--- src/rtl/ab_cond_pkg.sv ---
// Shared types and defaults for the two-channel input conditioner.
package ab_cond_pkg;

    // Per-channel debounce state: a stable level, or a pending move towards the other level.
    typedef enum logic [1:0] {
        STABLE_LO = 2'd0,
        PEND_HI   = 2'd1,
        STABLE_HI = 2'd2,
        PEND_LO   = 2'd3
    } ch_state_t;

    // Consecutive stable synchronized samples needed before an output moves.
    localparam int DEBOUNCE_CYCLES_DEFAULT = 4;

endpackage

--- src/rtl/debounce_ch.sv ---
// One conditioned channel: two-flop synchronizer, debounce FSM with a saturating
// stability counter, registered level and a registered 0->1 pulse. The toggle
// output flags that level changes on the coming edge, so the parent can register
// a change pulse that lines up with the level and rise outputs.
module debounce_ch
    import ab_cond_pkg::*;
#(
    parameter int DEBOUNCE_CYCLES = DEBOUNCE_CYCLES_DEFAULT
) (
    input  logic clk,
    input  logic rst,
    input  logic raw,
    output logic level,
    output logic rise,
    output logic toggle
);

    localparam int CW = $clog2(DEBOUNCE_CYCLES + 1);

    logic          sync1;
    logic          sync2;
    ch_state_t     state;
    ch_state_t     state_n;
    logic [CW-1:0] cnt;
    logic [CW-1:0] cnt_n;
    logic          level_n;
    logic          rise_n;

    // Synchronizer, FSM state, counter and outputs, all cleared by synchronous reset.
    always_ff @(posedge clk) begin
        // NOTE: non-blocking assignments so every register samples pre-edge values;
        // blocking here would let sync2 see this edge's sync1 and collapse the synchronizer.
        if (rst) begin
            sync1 <= 1'b0;
            sync2 <= 1'b0;
            state <= STABLE_LO;
            cnt   <= '0;
            level <= 1'b0;
            rise  <= 1'b0;
        end else begin
            sync1 <= raw;
            sync2 <= sync1;
            state <= state_n;
            cnt   <= cnt_n;
            level <= level_n;
            rise  <= rise_n;
        end
    end

    // Next-state logic: count consecutive new-level samples, commit at DEBOUNCE_CYCLES.
    always_comb begin
        // NOTE: every output gets a default first so no path through the case infers a latch.
        state_n = state;
        cnt_n   = cnt;
        level_n = level;
        rise_n  = 1'b0;
        case (state)
            STABLE_LO: begin
                if (sync2) begin
                    if (DEBOUNCE_CYCLES == 1) begin
                        state_n = STABLE_HI;
                        level_n = 1'b1;
                        rise_n  = 1'b1;
                        cnt_n   = '0;
                    end else begin
                        state_n = PEND_HI;
                        cnt_n   = CW'(1);
                    end
                end
            end
            PEND_HI: begin
                if (!sync2) begin
                    state_n = STABLE_LO;
                    cnt_n   = '0;
                end else if (int'(cnt) + 1 >= DEBOUNCE_CYCLES) begin
                    state_n = STABLE_HI;
                    level_n = 1'b1;
                    rise_n  = 1'b1;
                    cnt_n   = '0;
                end else begin
                    cnt_n = cnt + CW'(1);
                end
            end
            STABLE_HI: begin
                if (!sync2) begin
                    if (DEBOUNCE_CYCLES == 1) begin
                        state_n = STABLE_LO;
                        level_n = 1'b0;
                        cnt_n   = '0;
                    end else begin
                        state_n = PEND_LO;
                        cnt_n   = CW'(1);
                    end
                end
            end
            PEND_LO: begin
                if (sync2) begin
                    state_n = STABLE_HI;
                    cnt_n   = '0;
                end else if (int'(cnt) + 1 >= DEBOUNCE_CYCLES) begin
                    state_n = STABLE_LO;
                    level_n = 1'b0;
                    cnt_n   = '0;
                end else begin
                    cnt_n = cnt + CW'(1);
                end
            end
            default: begin
                state_n = STABLE_LO;
                cnt_n   = '0;
            end
        endcase
    end

    assign toggle = (level_n != level);

endmodule

--- src/rtl/ab_conditioner.sv ---
// Two independent debounced channels feeding a downstream A/B stage, plus a
// registered one-cycle pulse whenever either conditioned level changes.
module ab_conditioner
    import ab_cond_pkg::*;
#(
    parameter int DEBOUNCE_CYCLES = DEBOUNCE_CYCLES_DEFAULT
) (
    input  logic CLK,
    input  logic RST,
    input  logic A_RAW,
    input  logic B_RAW,
    output logic A,
    output logic B,
    output logic A_RISE,
    output logic B_RISE,
    output logic CHG
);

    logic a_toggle;
    logic b_toggle;

    debounce_ch #(.DEBOUNCE_CYCLES(DEBOUNCE_CYCLES)) u_ch_a (
        .clk    (CLK),
        .rst    (RST),
        .raw    (A_RAW),
        .level  (A),
        .rise   (A_RISE),
        .toggle (a_toggle)
    );

    debounce_ch #(.DEBOUNCE_CYCLES(DEBOUNCE_CYCLES)) u_ch_b (
        .clk    (CLK),
        .rst    (RST),
        .raw    (B_RAW),
        .level  (B),
        .rise   (B_RISE),
        .toggle (b_toggle)
    );

    // Change pulse registered on the same edge the levels move; simultaneous changes merge.
    always_ff @(posedge CLK) begin
        if (RST) begin
            CHG <= 1'b0;
        end else begin
            CHG <= a_toggle | b_toggle;
        end
    end

endmodule
--- config.mk ---
export PLATFORM = sky130hd
export DESIGN_NAME = ab_conditioner
export DESIGN_NICKNAME = d
export VERILOG_FILES = /design/src/rtl/ab_cond_pkg.sv /design/src/rtl/debounce_ch.sv /design/src/rtl/ab_conditioner.sv
export SDC_FILE = /design/constraint.sdc
export NUM_CORES = 1
export LEC_CHECK = 0
export ABC_CLOCK_PERIOD_IN_PS = 1800
export BUFFER_PORTS_ARGS = -buffer_cell sky130_fd_sc_hd__buf_2
export CAP_MARGIN = 5
export CORE_UTILIZATION = 30
export DETAILED_ROUTE_END_ITERATION = 8
export PLACE_DENSITY_LB_ADDON = 0.05
export RECOVER_POWER = 50
export REMOVE_ABC_BUFFERS = 1
export SYNTH_ARGS = -nofsm -noshare
export SYNTH_HDL_FRONTEND = slang
export SYNTH_SLANG_ARGS = --single-unit
--- constraint.sdc ---
create_clock -name CLK -period 1.8 [get_ports CLK]
set_input_delay 0.36 -clock CLK [delete_from_list [all_inputs] [get_ports CLK]]
set_output_delay 0.36 -clock CLK [all_outputs]
set_load 0.01 [all_outputs]
# After elaboration in Yosys (flattened, before gate mapping)
# Index checks and enable logic that the tools add are counted.
# word_totals
ff_bits	19
inputBits	4
output_inout_bits	5
elab_cells	86
# op_classes
n_addsub	4
n_lt_le_gt_ge	2
n_eq_ne	16
n_mux	38
bitwise_logic	5
n_reduce_logical	8
# op_table
op	n
>= comparator 32 x 4 -> 1 bit (second input constant)	2
2-to-1 mux 3 bit	10
2-to-1 mux 2 bit	12
case mux 3 bit (4 select lines)	2
case mux 2 bit (4 select lines)	2
2-to-1 mux 1 bit	10
adder 3 x 1 -> 4 bit (second input constant)	2
equality test 2 bit (second input constant)	4
AND reduction 4 bit	2
adder 3 x 1 -> 3 bit (second input constant)	2
inequality test 3 x 1 -> 1 bit (second input constant)	2
inequality test 3 bit (second input constant)	2
OR reduction 3 bit	2
equality test 2 x 1 -> 1 bit (second input constant)	2
zero test 2 bit	2
inequality test 2 x 1 -> 1 bit (second input constant)	2
inequality test 2 bit (second input constant)	2
NOT 1 bit	4
case mux 1 bit (2 select lines)	2
AND reduction 2 bit	2
inequality test 1 bit	2
OR 1 bit	1

# Depth between registers and ports, before layout
# logic_depth
ltp_word	7
depth_mapped	5
ltp_nobuf	5

# Hierarchy
# Synthesis repeated with hierarchy kept, for this count alone.
# hier_totals
hier_cells	84
hier_area_um2	820.8
# modules_own_cells
module	n_inst	cells_each	area_each_um2	seq_area_each_um2
debounce_ch	2	41	395.4	180.2
ab_conditioner	1	2	30.0	20.0

# Worst setup path before layout
# No wires, ideal clock.
# synth_timing
path_kind	register to register
startpoint	register u_ch_a.cnt[0]
endpoint	register u_ch_a.level
setup_time_ns	0.093
arrival_ns	1.166
t_required_ns	1.707
setup_slack_ns	0.541
stages_incl_launch_ff	6
n_path_buf	0
period_less_slack_ns	1.259
cell_sequence	dfxtp_1 > ha_1 > o21ai_1 > a31oi_2 > nand2_2 > o311ai_2
# synth_between
elab_chain_len	5
elab_cells_between_ends	7
classes_between	add/sub: 1; order compare: 1; mux: 5
# synth_lines
element	line	rtl
start: declaration	debounce_ch.sv:24	logic [CW-1:0] cnt;
start signal: assignment	debounce_ch.sv:44	cnt <= cnt_n;
adder 3 x 1 -> 4 bit (*)	debounce_ch.sv:75, debounce_ch.sv:100	
>= comparator 32 x 4 -> 1 bit (*)	debounce_ch.sv:75, debounce_ch.sv:100	
2-to-1 mux 1 bit (on tied branches)	debounce_ch.sv:100, debounce_ch.sv:75	
2-to-1 mux 1 bit (on tied branches)	debounce_ch.sv:97, debounce_ch.sv:72	
case mux 1 bit (2 select lines) (*)	debounce_ch.sv:57	case (state)
end signal: assignment	debounce_ch.sv:45	level <= level_n;
end: declaration	debounce_ch.sv:13	output logic level,
# Mark *: on every way between the ends. The rest lies on a longest branch, timed or not.
# A chain may end at the register's enable or synchronous reset.

# Final worst setup path
# layout_timing
startpoint	register u_ch_b.cnt[0]
endpoint	register u_ch_b.level
# layout_between
elab_chain_len	5
elab_cells_between_ends	7
classes_between	add/sub: 1; order compare: 1; mux: 5
# layout_lines
element	line
start: declaration	debounce_ch.sv:24
start signal: assignment	debounce_ch.sv:44
adder 3 x 1 -> 4 bit (*)	debounce_ch.sv:75, debounce_ch.sv:100
>= comparator 32 x 4 -> 1 bit (*)	debounce_ch.sv:75, debounce_ch.sv:100
2-to-1 mux 1 bit (on tied branches)	debounce_ch.sv:100, debounce_ch.sv:75
2-to-1 mux 1 bit (on tied branches)	debounce_ch.sv:97, debounce_ch.sv:72
case mux 1 bit (2 select lines) (*)	debounce_ch.sv:57
end signal: assignment	debounce_ch.sv:45
end: declaration	debounce_ch.sv:13
# Marked as above.

==> results.toml <==
[placed_design]
dp_slack_ns = 0.3613
numPortBuffers = 8
gp_congestion = 0.6520
dp.cells = 118
post-dp-hpwl_um = 954.7
placed_cell_area_um2 = 859.6

[routing]
vias_per_cell = 4.910
totalWireLength_mm = 1.411
wl_met2_um = 574
first_pass_iters = 4
drc_errors = 0
wirelength_met1_um = 747
via_count = 599
ant_nets = 0
wl_met3_um = 70
wire_per_inst_um = 11.57
topRoutingLayerUsed = "met4"
drtIter0Drc = 6

[grt]
antenna_found_initial = 0
grt_max_degree = 16
grt_pass1_wl_mm = 2.518
gr-total-overflow = 0
grt_usage_pct = 13.00
grt_pass1_vias = 537

[power]
p_switching_mw = 0.1680
irDropWorstVdd_mv = 0.5326
power.density_nw_per_um2 = 809.1
pwr-share-clk_pct = 29.8
intPower_mw = 0.5436
leakagePower_nw = 0.3493
combinationalPowerShare_pct = 6.7
switching_share_pct = 23.61
pwr-share-seq_pct = 63.5

[final_layout]
fin_area_um2 = 879.6
utilization_pct = 35.51
regArea_um2 = 380.4
final_cells = 122
n_antenna_cell = 0
drive_above_1_share_pct = 13.04
fillCellCount = 269
fin_nets = 99
area_growth_pct = 11.94
multi_input_area_um2 = 390.4

[sta]
relSlewSlack_pct = 50.86
min_period_ns = 1.442
tns_ns = 0
finalClockSkew_ns = 0.007732
setup_viol = 0
fin_ws_ns = 0.3581
max_freq_mhz = 693.5
maxSlewViolCount = 0
rsz0062_at_grt = "false"
final_hold_viol_count = 0
fin_crit_sh_pct = 80.10
worst_slew_pin_slew_ns = 0.7371

[logic_synthesis]
ys_warn_count = 0
synth_area_um2 = 785.8
synth_edf_count = 0
ys.flop_type = "dfxtp_1"
netlist_instances = 81
async_flop_share_pct = 0
syn_area_per_cell_um2 = 9.701
ys_ff_latch = 19
yosysSeqAreaShare_pct = 48.41
ys_types = 29

[setup_path]
crit_required_ns = 2.00
cp-start-kind = "flip-flop"
critical_path_class = "reg -> reg"
crit_arrival_ns = 1.64
crit_path_end_kind = "flip-flop"
path_max_fanout = 5
reg2reg_depth = 5

[clock_tree]
cts_setup_buffers = 0
cts_tree = "yes"
clock_latency_ns = 0.29
htree_levels = 1
ctsRootBufferMaster = "clkbuf_4"
cts.reportedPaths.clkPinSlew_ns = 0.11
cts_buffers = 3
clk_path_buf_depth = 2
cts_hold_buf = 0
cts.sinks = 19
cts_resized = 0

[floorplanning]
core_area_um2 = 2477
rows = 18
dieArea_um2 = 2828
die_y_um = 53.18
io_pins = 9
start_util_pct = 31.72
die_w_um = 53.18

[worst_hold_path]
min_path_cells = 2
min_path_type = "in -> reg"

[status]
outcome = "finished, final reports clean"

[job]
max_cap_viol_count = 0
[path summary, 6_finish.rpt]
path / endpoint / slack [ns] / startpoint
worst min register to register: u_ch_a.sync2$_SDFF_PP0_ / 0.45 / u_ch_a.sync1$_SDFF_PP0_
worst min-delay path: u_ch_a.sync1$_SDFF_PP0_ / 0.28 / A_RAW
worst max-delay path: u_ch_b.level$_SDFF_PP0_ / 0.36 / u_ch_b.cnt[0]$_SDFFE_PP0P_
worst max register to register: u_ch_b.level$_SDFF_PP0_ / 0.36 / u_ch_b.cnt[0]$_SDFFE_PP0P_
[synth_stat cells (2+ instances only)]
library cell,count,area [um^2]
a21oi_1,4,20.02
a21oi_2,2,17.52
and3_1,2,12.51
dfxtp_1,19,380.4
ha_1,2,25.02
inv_1,2,7.510
nand2_1,5,18.77
nand2b_1,3,18.77
nand3b_1,4,30.03
nor2_1,6,22.52
nor2b_1,4,25.02
nor3_1,2,10.01
o211a_1,2,20.02
o211ai_1,2,15.01
o21ai_0,4,20.02
o21ai_1,3,15.01
xor2_1,3,26.28
[cells in the final DEF, fill, tap and decap left out, types with 2 or more instances in the layout]
cell type,n
o21ai_1,3
nand3b_1,4
nand2b_1,3
nand2_1,5
o211a_1,2
clkbuf_4,3
a21oi_2,2
inv_1,2
and3_1,2
clkbuf_1,6
nor2b_1,4
nor2_1,6
ha_1,2
a21oi_1,4
dfxtp_1,19
xor2_1,3
o21ai_0,4
o211ai_1,2
buf_2,3
nor3_1,2
[kinds of logic (layout without fill, tap and decap cells)]
group,count (synthesis),in the layout,share of synthesized area (%)
XOR/XNOR,3,3,3.345
flip-flops,19,19,48.41
adder cells (fa/ha/maj),2,2,3.184
AND/OR/NAND/NOR,30,30,21.66
AO/OA/AOI/OAI,23,23,21.50
buffers and inverters,4,15,1.910
[metal layers]
metal	GRT usage, %	vias to the layer above
met3	6.034	2
met1	16.81	270
met4	5.263	0
met5	0	-
li1	-	315
met2	18.35	12
[area by class of cell]
cell class	instances	area share (%)
Clock buffer	4	2.987
Inverter	3	1.280
Multi-Input combinational cell	58	44.38
Sequential cell	19	43.24
Tap cell	30	4.267
Timing Repair Buffer	8	3.841
[power groups by stage]
stage | Sequential (mW) | Clock (mW) | Combinational [mW]
6_report | 0.452 | 0.212 | 0.0477
5_1_grt | 0.456 | 0.249 | 0.0531
3_5_place_dp | 0.461 | 0 | 0.0500
2_1_floorplan | 0.462 | 0 | 0.0251
4_1_cts | 0.452 | 0.228 | 0.0500
3_3_place_gp | 0.461 | 0 | 0.0490
[critical path, stage by stage, from the launching register on]
cell and delay [ns]:
dfxtp_1 0.35, ha_1 0.22, a21boi_1 0.15, a21oi_2 0.23, nand2_1 0.12, o311ai_1 0.27
[through the flow]
step | power (mW) | hold slack (ns)
CTS | 0.7294 | 0.2608
detailed placement | 0.5110 | 0.4239
finish | 0.7116 | 0.2781
global placement | 0.5100 | 0.4194
floorplan | 0.4868 | 0.4138
global route | 0.7581 | 0.2668
Note: power is estimated with default switching activity, not from simulation.
